==> src/rtl/lock_pkg.sv <==
// rtl/lock_pkg.sv - shared types and constants for the lock front end
//
// Purpose: channel FSM state encoding, button index map and default timing
//          for a 12 MHz hw_clk.
// Ports:   none (package).

package lock_pkg;

  // Per-channel debounce FSM states.
  typedef enum logic [1:0] {
    IDLE       = 2'd0,
    DB_PRESS   = 2'd1,
    PRESSED    = 2'd2,
    DB_RELEASE = 2'd3
  } btn_state_e;

  // Board button positions within btn_raw / output vectors.
  localparam int BTN_TOGGLE = 0;
  localparam int BTN_ENTER  = 1;
  localparam int BTN_NEXT   = 2;

  localparam int NUM_BTN_DEFAULT = 3;

  // 20 ms and 2 s at 12 MHz.
  localparam int DEBOUNCE_CYCLES_12M = 240000;
  localparam int LONG_CYCLES_12M     = 24000000;

endpackage

==> src/rtl/btn_debounce_ch.sv <==
// rtl/btn_debounce_ch.sv - one button channel: synchroniser, debounce FSM, hold timer
//
// Purpose: turns one raw active-low button into a debounced level and
//          single-cycle press / release / long-press strobes.
// Ports:
//   hw_clk        in   system clock, rising edge
//   btn_reset     in   synchronous active-low reset
//   raw           in   raw button pin, 0 = pressed, asynchronous
//   level         out  debounced level, 1 = pressed
//   press_pulse   out  one-cycle strobe on accepted press
//   release_pulse out  one-cycle strobe on accepted release
//   long_pulse    out  one-cycle strobe when the hold reaches LONG_CYCLES

module btn_debounce_ch
  import lock_pkg::*;
#(
  parameter int DEBOUNCE_CYCLES = DEBOUNCE_CYCLES_12M,
  parameter int LONG_CYCLES     = LONG_CYCLES_12M
) (
  input  logic hw_clk,
  input  logic btn_reset,
  input  logic raw,
  output logic level,
  output logic press_pulse,
  output logic release_pulse,
  output logic long_pulse
);

  localparam int DB_W   = $clog2(DEBOUNCE_CYCLES);
  localparam int HOLD_W = $clog2(LONG_CYCLES);

  localparam logic [DB_W-1:0]   DB_LAST   = DB_W'(DEBOUNCE_CYCLES - 1);
  localparam logic [HOLD_W-1:0] HOLD_LAST = HOLD_W'(LONG_CYCLES - 1);

  logic              sync_meta;
  logic              sync;
  btn_state_e        state;
  logic [DB_W-1:0]   db_cnt;
  logic [HOLD_W-1:0] hold_cnt;
  logic              long_done;

  always_ff @(posedge hw_clk) begin
    if (!btn_reset) begin
      // Synchroniser resets to "released" so a held button after reset
      // is seen as a fresh falling edge and fully debounced.
      sync_meta     <= 1'b1;
      sync          <= 1'b1;
      state         <= IDLE;
      db_cnt        <= '0;
      hold_cnt      <= '0;
      long_done     <= 1'b0;
      level         <= 1'b0;
      press_pulse   <= 1'b0;
      release_pulse <= 1'b0;
      long_pulse    <= 1'b0;
    end else begin
      sync_meta     <= raw;
      sync          <= sync_meta;
      press_pulse   <= 1'b0;
      release_pulse <= 1'b0;
      long_pulse    <= 1'b0;

      // The hold timer runs in both held states so a bouncing release
      // neither pauses nor restarts the long-press measurement.
      if (state == PRESSED || state == DB_RELEASE) begin
        if (hold_cnt != HOLD_LAST) begin
          hold_cnt <= hold_cnt + 1'b1;
        end else if (!long_done) begin
          long_pulse <= 1'b1;
          long_done  <= 1'b1;
        end
      end

      case (state)
        IDLE: begin
          if (!sync) begin
            state  <= DB_PRESS;
            db_cnt <= '0;
          end
        end

        DB_PRESS: begin
          if (sync) begin
            state <= IDLE;
          end else if (db_cnt == DB_LAST) begin
            state       <= PRESSED;
            level       <= 1'b1;
            press_pulse <= 1'b1;
            hold_cnt    <= '0;
            long_done   <= 1'b0;
          end else begin
            db_cnt <= db_cnt + 1'b1;
          end
        end

        PRESSED: begin
          if (sync) begin
            state  <= DB_RELEASE;
            db_cnt <= '0;
          end
        end

        DB_RELEASE: begin
          if (!sync) begin
            state <= PRESSED;
          end else if (db_cnt == DB_LAST) begin
            state         <= IDLE;
            level         <= 1'b0;
            release_pulse <= 1'b1;
          end else begin
            db_cnt <= db_cnt + 1'b1;
          end
        end

        default: begin
          state <= IDLE;
          level <= 1'b0;
        end
      endcase
    end
  end

endmodule

==> src/rtl/btn_conditioner.sv <==
// rtl/btn_conditioner.sv - synchronise and debounce the lock push-buttons on hw_clk
//
// Purpose: NUM_BTN independent button channels feeding the lock FSM.
// Ports:
//   hw_clk        in   system clock
//   btn_reset     in   synchronous active-low reset
//   btn_raw       in   [NUM_BTN] raw buttons, 0 = pressed
//   btn_level     out  [NUM_BTN] debounced level, 1 = pressed
//   press_pulse   out  [NUM_BTN] one-cycle press strobes
//   release_pulse out  [NUM_BTN] one-cycle release strobes
//   long_pulse    out  [NUM_BTN] one-cycle long-press strobes

module btn_conditioner
  import lock_pkg::*;
#(
  parameter int NUM_BTN         = NUM_BTN_DEFAULT,
  parameter int DEBOUNCE_CYCLES = DEBOUNCE_CYCLES_12M,
  parameter int LONG_CYCLES     = LONG_CYCLES_12M
) (
  input  logic               hw_clk,
  input  logic               btn_reset,
  input  logic [NUM_BTN-1:0] btn_raw,
  output logic [NUM_BTN-1:0] btn_level,
  output logic [NUM_BTN-1:0] press_pulse,
  output logic [NUM_BTN-1:0] release_pulse,
  output logic [NUM_BTN-1:0] long_pulse
);

  for (genvar i = 0; i < NUM_BTN; i++) begin : g_ch
    btn_debounce_ch #(
      .DEBOUNCE_CYCLES (DEBOUNCE_CYCLES),
      .LONG_CYCLES     (LONG_CYCLES)
    ) u_ch (
      .hw_clk        (hw_clk),
      .btn_reset     (btn_reset),
      .raw           (btn_raw[i]),
      .level         (btn_level[i]),
      .press_pulse   (press_pulse[i]),
      .release_pulse (release_pulse[i]),
      .long_pulse    (long_pulse[i])
    );
  end

endmodule
==> config.mk <==
export PLATFORM = sky130hd
export DESIGN_NAME = btn_conditioner
export DESIGN_NICKNAME = d
export VERILOG_FILES = /design/src/rtl/lock_pkg.sv /design/src/rtl/btn_debounce_ch.sv /design/src/rtl/btn_conditioner.sv
export SDC_FILE = /design/constraint.sdc
export NUM_CORES = 1
export LEC_CHECK = 0
export BUFFER_PORTS_ARGS = -buffer_cell sky130_fd_sc_hd__buf_2
export CAP_MARGIN = 0
export CORE_MARGIN = 3
export CORE_UTILIZATION = 55
export CTS_CLUSTER_DIAMETER = 120
export DETAILED_ROUTE_END_ITERATION = 10
export PLACE_DENSITY = 0.72
export REMOVE_ABC_BUFFERS = 1
export SLEW_MARGIN = 20
export SYNTH_ARGS = -nofsm -noshare
export SYNTH_HDL_FRONTEND = slang
export SYNTH_SLANG_ARGS = --single-unit
==> constraint.sdc <==
create_clock -name hw_clk -period 5.8 [get_ports hw_clk]
set_input_delay 0.58 -clock hw_clk [delete_from_list [all_inputs] [get_ports hw_clk]]
set_output_delay 0.58 -clock hw_clk [all_outputs]
set_load 0.01 [all_outputs]
* Word-level counts from Yosys, hierarchy flattened *
Cells that the tools add are included.

storage, ports and cells
  output and inout bits = 12
  RAM bits = 0
  bits in latches = 0
  bits in registers = 156
  memories = 0
  bits in read-only memories = 0
  word-level logic and storage cells = 199

operators by class
  multiply operators = 0
  reduce and logical (&&, ||, !) cells = 27
  mux-type cells = 90
  equality and inequality tests = 39
  shifts and indexed selects = 0
  bitwise logic cells = 7
  magnitude comparators = 0
  divide/modulo/power cells = 0
  add/sub/neg operators = 6

operators by type and width
  operator               number
  $mux 25                15
  $mux 18                15
  $pmux 18 s4            3
  $add 25x1->25 const B  3
  $ne 25x25->1 const B   3
  $add 18x1->18 const B  3
  $eq 18x18->1 const B   3
  $mux 2                 18
  $mux 1                 33
  $pmux 2 s4             3
  $reduce_and 4->1       6
  $ne 2x1->1 const B     9
  $ne 2x2->1 const B     9
  $reduce_or 3->1        6
  $reduce_and 5->1       3
  $eq 2x2->1 const B     6
  $ne 3x1->1 const B     3
  $ne 3x3->1 const B     3
  $reduce_and 3->1       3
  $not 1->1              7
  $eq 2x1->1 const B     3
  $logic_not 2->1        3
  $pmux 1 s2             3
  $reduce_bool 2->1      3
  $logic_or 1x1->1       3

* Depth between registers and ports, before layout *
Gate-level depths: netlist of run 1.

  word-level depth = 6
  gate-level depth with buffers = 9

* Cells and area by module *
From an unflattened synthesis of run 1, not the netlist that was laid out.

second synthesis, totals
  cells, all modules = 873
  area total of the unflattened synthesis = 7477.2 sq um

modules (own cells, without submodules)
  module                               times used  seq. area each (sq um)  cells each  area an instance (sq um)
  btn_debounce_ch at g_ch[0].u_ch ...  2           1041.0                  292         2504.9
  btn_debounce_ch at g_ch[2].u_ch      1           1041.0                  289         2467.4

* Worst setup path before layout of run 1 *
OpenSTA, ideal clock, no wires.

  kind = reg2reg
  start point = register g_ch[2].u_ch.db_cnt[0]
  end point = register g_ch[2].u_ch.db_cnt[5]
  cell stages (with the launch flop) = 9
  data required time = 5739 ps
  arrival time = 1760 ps
  buffers on the path = 2
  setup slack = 3980 ps
  path through = dfxtp_1 -> ha_1 -> and2_1 -> clkbuf_1 -> and3_1 -> buf_2 -> a21oi_1 -> or4b_1 -> nand2_1

between the ends
  longest elaborated chain between the ends = 4
  elaborated cells on any way between the ends = 6
  classes of those cells = add/sub: 1; eq/ne: 1; mux: 4

ends and longest elaborated chain
  what                                           RTL line                                       text
  from (decl)                                    btn_debounce_ch.sv:38                          logic [DB_W-1:0] db_cnt;
  from (signal assigned)                         btn_debounce_ch.sv:92                          db_cnt <= db_cnt + 1'b1;
  from (signal assigned)                         btn_debounce_ch.sv:111                         db_cnt <= db_cnt + 1'b1;
  $add 18x1->18 or $eq 18x18->1 (tied branches)  -
  $mux 18 *                                      btn_debounce_ch.sv:85, btn_debounce_ch.sv:106
  $mux 18, on equally long branches              btn_debounce_ch.sv:104, btn_debounce_ch.sv:83
  $pmux 18 s4 *                                  btn_debounce_ch.sv:74                          case (state)

Mark *: on every way between the ends. The rest lies on a longest branch, timed or not. The select of a mux whose other input is x is not followed.
A chain may end at the register's enable or synchronous reset.

* Worst setup path after layout of run 1 *
  start point = register g_ch[1].u_ch.db_cnt[13]
  end point = register g_ch[1].u_ch.hold_cnt[12]

between the ends
  longest elaborated chain between the ends = 4

ends and longest elaborated chain
  what                    RTL line                text
  from (decl)             btn_debounce_ch.sv:38
  from (signal assigned)  btn_debounce_ch.sv:92
  from (signal assigned)  btn_debounce_ch.sv:111
  $eq 18x18->1            btn_debounce_ch.sv:85   end else if (db_cnt == DB_LAST) begin
  $mux 25                 btn_debounce_ch.sv:85
  $mux 25                 btn_debounce_ch.sv:83   if (sync) begin
  $mux 25                 btn_debounce_ch.sv:74
  to (signal assigned)    btn_debounce_ch.sv:67   hold_cnt <= hold_cnt + 1'b1;
  to (decl)               btn_debounce_ch.sv:39   logic [HOLD_W-1:0] hold_cnt;

Every way passes these cells.

==> flow_summary.toml, run 1 <==
[worst_setup_path]
cp.required_ps = 6070
r2r_start = "g_ch[1].u_ch.db_cnt[13]"
worst_setup_path_end_kind = "flip-flop"
path_max_fanout = 26
cp-start-kind = "flip-flop"
cpMaxStageDelayCell = "nand2b_1"
arrival_ps = 2800
crit_start = "g_ch[1].u_ch.db_cnt[13]"
crit_buf_inv = 0
crit_type = "reg2reg"
crit_family = "simple AND/OR/NAND/NOR gates"
crit_path_cell_trace = "nor4bb_1, and4_1, nor4b_1, nand2b_1, nor2_1"
critPathMaxStageDelay_ps = 800

[sta]
setup_tns_ps = 0
hold_ws_ps = 323
period_minus_slack_ps = 2530
setup_viol = 0
fin_ws_ps = 3270
rsz0062_at_grt = "no"
fin_skew_ps = 11.1
fmax_mhz = 396
finalMaxSlewViolations = 0
worstMarginPinSlew_ps = 1050
timing_hold_violations_final = 0
slew_headroom_pct = 29.2
period_share_pct = 43.6

[logic_synthesis]
synth_top_area_cell = "dfxtp_1"
synth_top_family_by_area = "simple AND/OR/NAND/NOR gates"
synth_top_area_share_pct = 42.5
synthAdderAreaFrac_pct = 1.02
synth_edf_count = 0
yosys-top-cells-count = "156 x dfxtp_1, 113 x nor2_1, 72 x nand2_1"
synth-seq-cells = 156
synth-compound-area-share_pct = 9.75
synth_warnings = 0
synth_simple_gate_area_share_pct = 32.0
syn_area_sq_um = 7350
synth_mux_area_share_pct = 0.834
async_flop_share_pct = 0
synthXorXnorAreaFrac_pct = 10.1
ys_seq_area_share_pct = 42.5
synth_flop_cell = "dfxtp_1"
synth_cell_types = 58
syn_avg_cell_area_sq_um = 8.48
synth_area_leaders = "dfxtp_1 42%, xor2_1 6.7%, nor2_1 5.8%, nand2_1 3.7%, nand3_1 3.6%"
syn_inst = 867
yosysMostFrequentCell = "dfxtp_1"

[clock_network]
cts_buffers = 17
htreeDepth = 4
cts_buffer_depth = 2
clk_pin_slew_worst_paths_ps = 60
hold_buffers = 0
root_buffer = "clkbuf_16"
post_cts_resized = 0
cts_sinks = 156
cts_setup_buffers = 0
cts_tree = "done"
insertion_delay_ps = 430

[placed_design]
port_buffers = 16
hpwl_mm = 10.6
dp.cells = 1015
place_congestion = 0.862
post-place-ws_ps = 3280

[drt]
drt_iter0_drc = 549
final_antenna_net_count = 0
wl_mm = 15.4
drc = 0
wl_per_cell_um = 14.7
vias = 6171
avgViaCountPerCell = 5.90
first_pass_iters = 5

[global_routing]
grt_max_degree = 27
grt_pass1_wl_mm = 26.3
antenna_found_initial = 0
track_usage_pct = 21.6
overflow = 0
grt_pass1_vias = 5838

[final_layout]
fin_cells = 1046
area_delta_synth_final_pct = 9.56
final_util_pct = 62.8
fill_cells = 1095
seqCellArea_sq_um = 3120
drive_gt1_share_pct = 7.21
multiInputGateArea_sq_um = 3960
nets = 873
diodes = 0

[floorplan]
coreArea_sq_um = 12800
fp.dieW_um = 122
start_util_pct = 57.3
fp-row-count = 41
io_pins = 17
die-height_um = 122
die_area_sq_um = 14800

[hold_path]
hp-start = "btn_raw[0]"
hold_class = "in2reg"

[outcome]
status = "complete, no violations"

[pwr]
max-vdd-ir-drop_mv = 0.218
power.leakage_nw = 2.70
pwr_density_cell_nw_per_um2 = 284

[job]
cap_violations = 0
==> path summary, 6_finish.rpt <==
| check | cells past startpoint | slack, ps | endpoint |
|---|---|---|---|
| worst max register to register | 5 | 3270 | g_ch[1].u_ch.hold_cnt[12] |
| worst min-delay path | 2 | 320 | g_ch[0].u_ch.sync_meta |
| worst min register to register | 1 | 410 | g_ch[2].u_ch.sync |
| worst max-delay path | 5 | 3270 | g_ch[1].u_ch.hold_cnt[12] |
==> flip-flops by register name (all words and copies together) (netlist names), named ones only <==
| name | count |
|---|---|
| g_ch.u_ch.state | 3 |
| g_ch.u_ch.press_pulse | 3 |
| g_ch.u_ch.sync_meta | 3 |
| g_ch.u_ch.long_done | 3 |
| g_ch.u_ch.long_pulse | 3 |
| g_ch.u_ch.db_cnt | 54 |
| g_ch.u_ch.release_pulse | 3 |
| g_ch.u_ch.hold_cnt | 75 |
| g_ch.u_ch.level | 3 |
| g_ch.u_ch.sync | 3 |
==> worst register-to-register path, stage by stage, from the launching register on <==
cell and delay (ps):
dfxtp_1 380, nor4bb_1 290, and4_1 420, nor4b_1 350
nand2b_1 800, nor2_1 140
==> cell usage in the layout (no fill, tap or decap), types with 3 or more instances in the layout <==
cell	n
inv_1	13
mux2i_1	5
nor4_1	15
o31ai_1	6
nor3_1	24
xnor2_1	29
or3_1	25
o21ai_0	35
nor4bb_1	6
nand2b_1	9
a21oi_1	47
xor2_1	56
clkbuf_8	7
o21ai_1	4
and4_1	15
or2_2	5
a211oi_1	6
nor4b_1	8
nand4_1	41
or4_1	6
dfxtp_1	156
clkbuf_16	17
and3_1	21
buf_2	16
nor2_1	113
nand3_1	53
nand2_1	72
nor3b_1	3
bufinv_16	3
o211ai_1	3
ha_1	6
and2_1	11
==> per-layer routing <==
metal	track usage, %	vias to the layer above	part of all wire (%)
met1	27.5	2941	47
met2	35.3	130	48
met3	5.57	17	3.6
li1	-	3083	-
met5	0	-	0
met4	8.26	0	1.3
==> cell type report <==
class | count | area share (%)
inverters | 13 | 0.606
clock inverters | 5 | 1.27
flip-flops and latches | 156 | 38.8
well taps | 172 | 2.67
clock buffers | 26 | 6.57
multi-input cells | 658 | 49.1
repair buffers | 16 | 0.994
==> report_power, final <==
group          switching [mW]  total [mW]  internal (mW)
clock network           0.410        1.16          0.754
logic                  0.0305      0.0409         0.0104
registers             0.00519        1.08           1.08
total                   0.446        2.29           1.84
==> metrics by stage <==
step	instance area (sq um)	power, mW
after floorplan	7130	1.13
after global placement	7420	1.15
after detailed placement	7420	1.15
after CTS	8050	2.31
after global routing	8060	2.36
final	8060	2.29
==> cell families after synthesis <==
logic type,Yosys count
AOI/OAI and AO/OA,119
xor gates and xnor gates,85
adders and majority gates,6
buffers and inverters,53
DFF,156
muxes,6
and+or+nand+nor,442
Note: power is estimated with default switching activity, not from simulation.
==> run 2, diff against run 1 <==
- clock period: 5.8 -> 2.4 ns (I/O delays scaled with it)
==> run 2 against run 1 <==
Effect of this change:
- clock power rose to 2.6 times the previous value
- hold slack got worse by 290 ps
- clock skew fell by 4.6 ps
- combinational power rose to 2.7 times the previous value
- flip-flop and latch count did not move
- non-clock buffer count rose by 18
- wire length fell by 1.0%
- first-iteration DRC count rose by 6.6%
- total power rose to 2.5 times the previous value
- global-route usage rose by 0.15 points
- critical path type unchanged
- highest routed layer unchanged
==> flow_summary.toml, run 2 (same netlist as run 1, synthesis figures left out) <==
[final_layout]
final_cell_mix = "156 x dfxtp_1, 113 x nor2_1, 72 x nand2_1"
stdcell_area_sq_um = 8250
largest_reg_flops = 75
area_delta_synth_final_pct = 12.1
nets = 891
diodes = 0
reg_top3 = "g_ch.u_ch.hold_cnt (75), g_ch.u_ch.db_cnt (54)"
drive_gt1_share_pct = 9.18
top_register = "g_ch.u_ch.hold_cnt"
layout_commonest_cell = "dfxtp_1"

[worst_setup_path]
cpMaxStageDelayCell = "and4_1"
rr_worst_depth = 6
cp.required_ps = 2700
crit_path_cell_trace = "nor4bb_1, and4_1, nor4b_1, nand2b_1, buf_4, nor2_1"
crit_type = "reg2reg"
crit_start = "g_ch[1].u_ch.db_cnt[13]"
r2r_start = "g_ch[1].u_ch.db_cnt[13]"
crit_cells = 6
r2r_setup_slack_ps = 220
crit_buf_inv = 1
arrival_ps = 2470
critPathMaxStageDelay_ps = 450
crit_family = "simple AND/OR/NAND/NOR gates"
path_max_fanout = 26
cp-start-kind = "flip-flop"
worst_setup_path_end_kind = "flip-flop"

[global_routing]
grt_pass1_vias = 5990
grt_max_degree = 27
antenna_found_initial = 0
overflow = 0
track_usage_pct = 21.7
grt_pass1_wl_mm = 26.8

[drt]
drt_iter0_drc = 585
first_pass_iters = 5
drc = 0
avgViaCountPerCell = 5.86
final_antenna_net_count = 0
wl_met1_mm = 7.10
wl_per_cell_um = 14.3
vias = 6240
wl_mm = 15.2
top_layer = "met4"
wl_met3_um = 555
dr_wl_met2_mm = 7.42

[sta]
setup_tns_ps = 0
finalMaxSlewViolations = 0
hold_ws_ps = 32.5
period_minus_slack_ps = 2180
worstMarginPinSlew_ps = 758
fin_skew_ps = 6.54
period_share_pct = 90.7
timing_hold_violations_final = 0
slew_headroom_pct = 49.0
rsz0062_at_grt = "no"
fmax_mhz = 460
setup_viol = 0

[clock_network]
root_buffer = "clkbuf_16"
cts_setup_buffers = 0
clk_pin_slew_worst_paths_ps = 60
insertion_delay_ps = 420
cts_buffer_depth = 2
cts_buffers = 17
htreeDepth = 4
cts_tree = "done"
cts_sinks = 156

[placed_design]
hpwl_mm = 10.6
placed_area_sq_um = 7540
place_congestion = 0.863
port_buffers = 16

[floorplan]
coreArea_sq_um = 12800
fp.dieW_um = 122
die_area_sq_um = 14800
fp-row-count = 41
start_util_pct = 57.3
die-height_um = 122
io_pins = 17

[pwr]
power.total_mw = 5.77
net-switching-power_mw = 1.11
power.leakage_nw = 2.81
p_seq_share_pct = 45.3
power_frac_clock_pct = 52.7
max-vdd-ir-drop_mv = 0.599
p_int_mw = 4.66
combPwrFrac_pct = 1.9
pwr_density_cell_nw_per_um2 = 700
p_sw_share_pct = 19.2

[hold_path]
hold_class = "in2reg"
hp-start = "btn_raw[0]"
hold_path_depth = 2

[job]
cap_violations = 0

[outcome]
status = "complete, no violations"
## run 2: changes by cell type in the layout (fill, tap and decap cells not counted), sizes merged
cell,delta
buf,+16
clkbuf,-6
bufinv,+3
clkinv,+3
dlygate4sd3,+2
clkinvlp,+1
## run 2: worst paths after layout
path | endpoint
max | g_ch[1].u_ch.hold_cnt[15]
min | g_ch[0].u_ch.sync_meta
max reg2reg | g_ch[1].u_ch.hold_cnt[15]
min reg2reg | g_ch[2].u_ch.sync
## run 2: power groups by stage
stage | sequential [mW] | combinational (mW) | clock, mW
floorplan | 2.67 | 0.0572 | 0
global placement | 2.67 | 0.106 | 0
detailed placement | 2.67 | 0.109 | 0
CTS | 2.62 | 0.112 | 3.09
global route | 2.62 | 0.125 | 3.22
finish | 2.62 | 0.111 | 3.04
## run 2: worst register-to-register path, cell delays in order, from the launching register on
cell	delay, ps
dfxtp_1	390
nor4bb_1	340
and4_1	450
nor4b_1	340
nand2b_1	160
buf_4	270
nor2_1	110
## run 2: cell type report
cell class / count / area (sq um)
Clock buffer: 20 / 467
Timing Repair Buffer: 34 / 220
Clock inverter: 12 / 215
Sequential cell: 156 / 3120
Tap cell: 172 / 215
Multi-Input combinational cell: 658 / 3960
Fill cell: 1076 / 4580
Inverter: 13 / 48.8
## run 2: through the flow
stage	instances	setup slack, ps	utilization [%]
6_report	1065	224	64.3
5_1_grt	1065	20.6	64.3
4_1_cts	1065	245	64.3
3_5_place_dp	1031	272	58.8
3_3_place_gp	1031	430	58.8
2_1_floorplan	827	380	-
## run 2: repair_timing
item	in CTS	in global routing
hold endpoints to repair	2	0
hold buffers	2	0
gates resized for setup	0	0
## run 2: metal layers
metal / track usage, % / up-vias
met1: 27.2 / 2970
met2: 36.8 / 135
met4: 7.70 / 0
li1: - / 3118
met3: 5.11 / 17
met5: 0 / -
==> run 3, diff against run 2 <==
- CORE_UTILIZATION: 55 -> 35
- PLACE_DENSITY: 0.72 -> 0.51
==> run 3 against run 2 <==
Effect of this change:
- die area increased by 54%
- clock power decreased by 7.9%
- via count decreased by 5.1%
- sequential power about the same
- total power decreased by 4.2%
==> flow_summary.toml, run 3 (same netlist as run 1, synthesis figures left out) <==
[worst_setup_path]
worstReg2RegEnd = "g_ch[0].u_ch.db_cnt[0]"
worst_setup_path_end_kind = "flip-flop"
path_max_fanout = 8
cp-start-kind = "flip-flop"
rr_worst_depth = 4
crit_type = "reg2reg"
cp.required_ps = 2680
r2r_setup_slack_ps = 350
r2r_start = "g_ch[0].u_ch.db_cnt[8]"
arrival_ps = 2330

[final_layout]
fill_cells = 2109
nets = 896
reg_top3 = "g_ch.u_ch.hold_cnt (75), g_ch.u_ch.db_cnt (54)"
area_delta_synth_final_pct = 13.4
multiInputGateArea_sq_um = 3950
drive_gt1_share_pct = 9.47
seqCellArea_sq_um = 3120
diodes = 0
largest_reg_flops = 75
final_cell_mix = "156 x dfxtp_1, 113 x nor2_1, 72 x nand2_1"
fin_cells = 1168
top_register = "g_ch.u_ch.hold_cnt"
layout_commonest_cell = "dfxtp_1"

[sta]
timing_hold_violations_final = 0
period_share_pct = 85.5
fin_skew_ps = 12.9
worstMarginPinSlew_ps = 580
fmax_mhz = 487
slew_headroom_pct = 61.0
period_minus_slack_ps = 2050
finalMaxSlewViolations = 0
setup_viol = 0
setup_tns_ps = 0
rsz0062_at_grt = "no"

[outcome]
status = "complete, no violations"

[clock_network]
cts_tree = "done"
hold_buffers = 3
cts_buffers = 17
cts_sinks = 156
cts_buffer_depth = 2
clk_pin_slew_worst_paths_ps = 60
insertion_delay_ps = 420
root_buffer = "clkbuf_16"
post_cts_resized = 0
cts_setup_buffers = 0
htreeDepth = 4

[floorplan]
die_area_sq_um = 22800
fp.dieW_um = 151
fp-row-count = 52
start_util_pct = 36.0
coreArea_sq_um = 20400
die-height_um = 151
io_pins = 17

[hold_path]
min_to = "g_ch[1].u_ch.sync_meta"
hold_class = "in2reg"
hp-start = "btn_reset"
hold_path_depth = 2

[drt]
wl_mm = 15.2
final_antenna_net_count = 0
vias = 5924
drt_iter0_drc = 205
drc = 0
wl_per_cell_um = 13.0
avgViaCountPerCell = 5.07
first_pass_iters = 4

[global_routing]
grt_pass1_wl_mm = 26.6
track_usage_pct = 14.0
grt_pass1_vias = 5597
grt_max_degree = 27
antenna_found_initial = 0
overflow = 0

[placed_design]
hpwl_mm = 10.5
place_congestion = 0.809
port_buffers = 16
dp.cells = 1133

[pwr]
max-vdd-ir-drop_mv = 0.426
power.total_mw = 5.53
power.leakage_nw = 2.80
pwr_density_cell_nw_per_um2 = 663

[job]
cap_violations = 0
[run 3: cell types whose count changed in the layout (fill, tap and decap cells not counted)]
cell,before,now
buf_4,16,20
bufinv_16,6,3
clkinv_2,4,2
clkinv_4,0,2
clkinvlp_4,2,4
inv_6,0,2
clkbuf_8,3,2
dlygate4sd3_1,2,3
o21ai_1,4,5
o21ai_2,2,1
[run 3: power by group]
group          internal [mW]  switching (mW)  leakage [nW]
Sequential              2.60          0.0113          1.26
Combinational         0.0378          0.0765          1.25
Clock                   1.70            1.10         0.292
[run 3: through the flow]
stage          area, sq um  hold WS (ps)  utilization, %  setup WS [ps]
2_1_floorplan         7130           313               -            380
3_3_place_gp          7690           388            37.7            409
3_5_place_dp          7690           396            37.7            364
4_1_cts               8340          96.1            40.8            330
5_1_grt               8340           104            40.8           95.8
6_report              8340           106            40.8            347
[run 3: layout make-up]
type	count	area share, %
well taps	270	4.05
clock buffers	19	5.43
clock inverters	13	1.98
inverters	13	0.585
repair buffers	39	3.12
multi-input cells	658	47.4
flip-flops and latches	156	37.4
[run 3: layer usage]
layer  wire length, um  track usage (%)
met1              7960             19.5
met2              6770             21.9
met3               320             3.14
met4               157             3.40
met5                 0                0
[run 3: how the worst max path moves through the flow]
| stage | start | end | slack, ps |
|---|---|---|---|
| detailed placement | g_ch[0].u_ch.db_cnt[8] | g_ch[0].u_ch.db_cnt[0] | 360 |
| global placement | g_ch[1].u_ch.hold_cnt[0] | g_ch[1].u_ch.hold_cnt[8] | 410 |
| finish | g_ch[0].u_ch.db_cnt[8] | g_ch[0].u_ch.db_cnt[0] | 350 |
| global route | g_ch[0].u_ch.db_cnt[8] | g_ch[0].u_ch.db_cnt[0] | 100 |
| floorplan | g_ch[1].u_ch.db_cnt[7] | g_ch[1].u_ch.hold_cnt[0] | 380 |
| CTS | g_ch[0].u_ch.db_cnt[8] | g_ch[0].u_ch.db_cnt[0] | 330 |
[run 3: critical path, cell delays in order, from the launching register on]
cell      delay (ps)
dfxtp_1          390
nor4bb_1         460
nand4_1          360
o21ai_0          530
o21ai_0          170
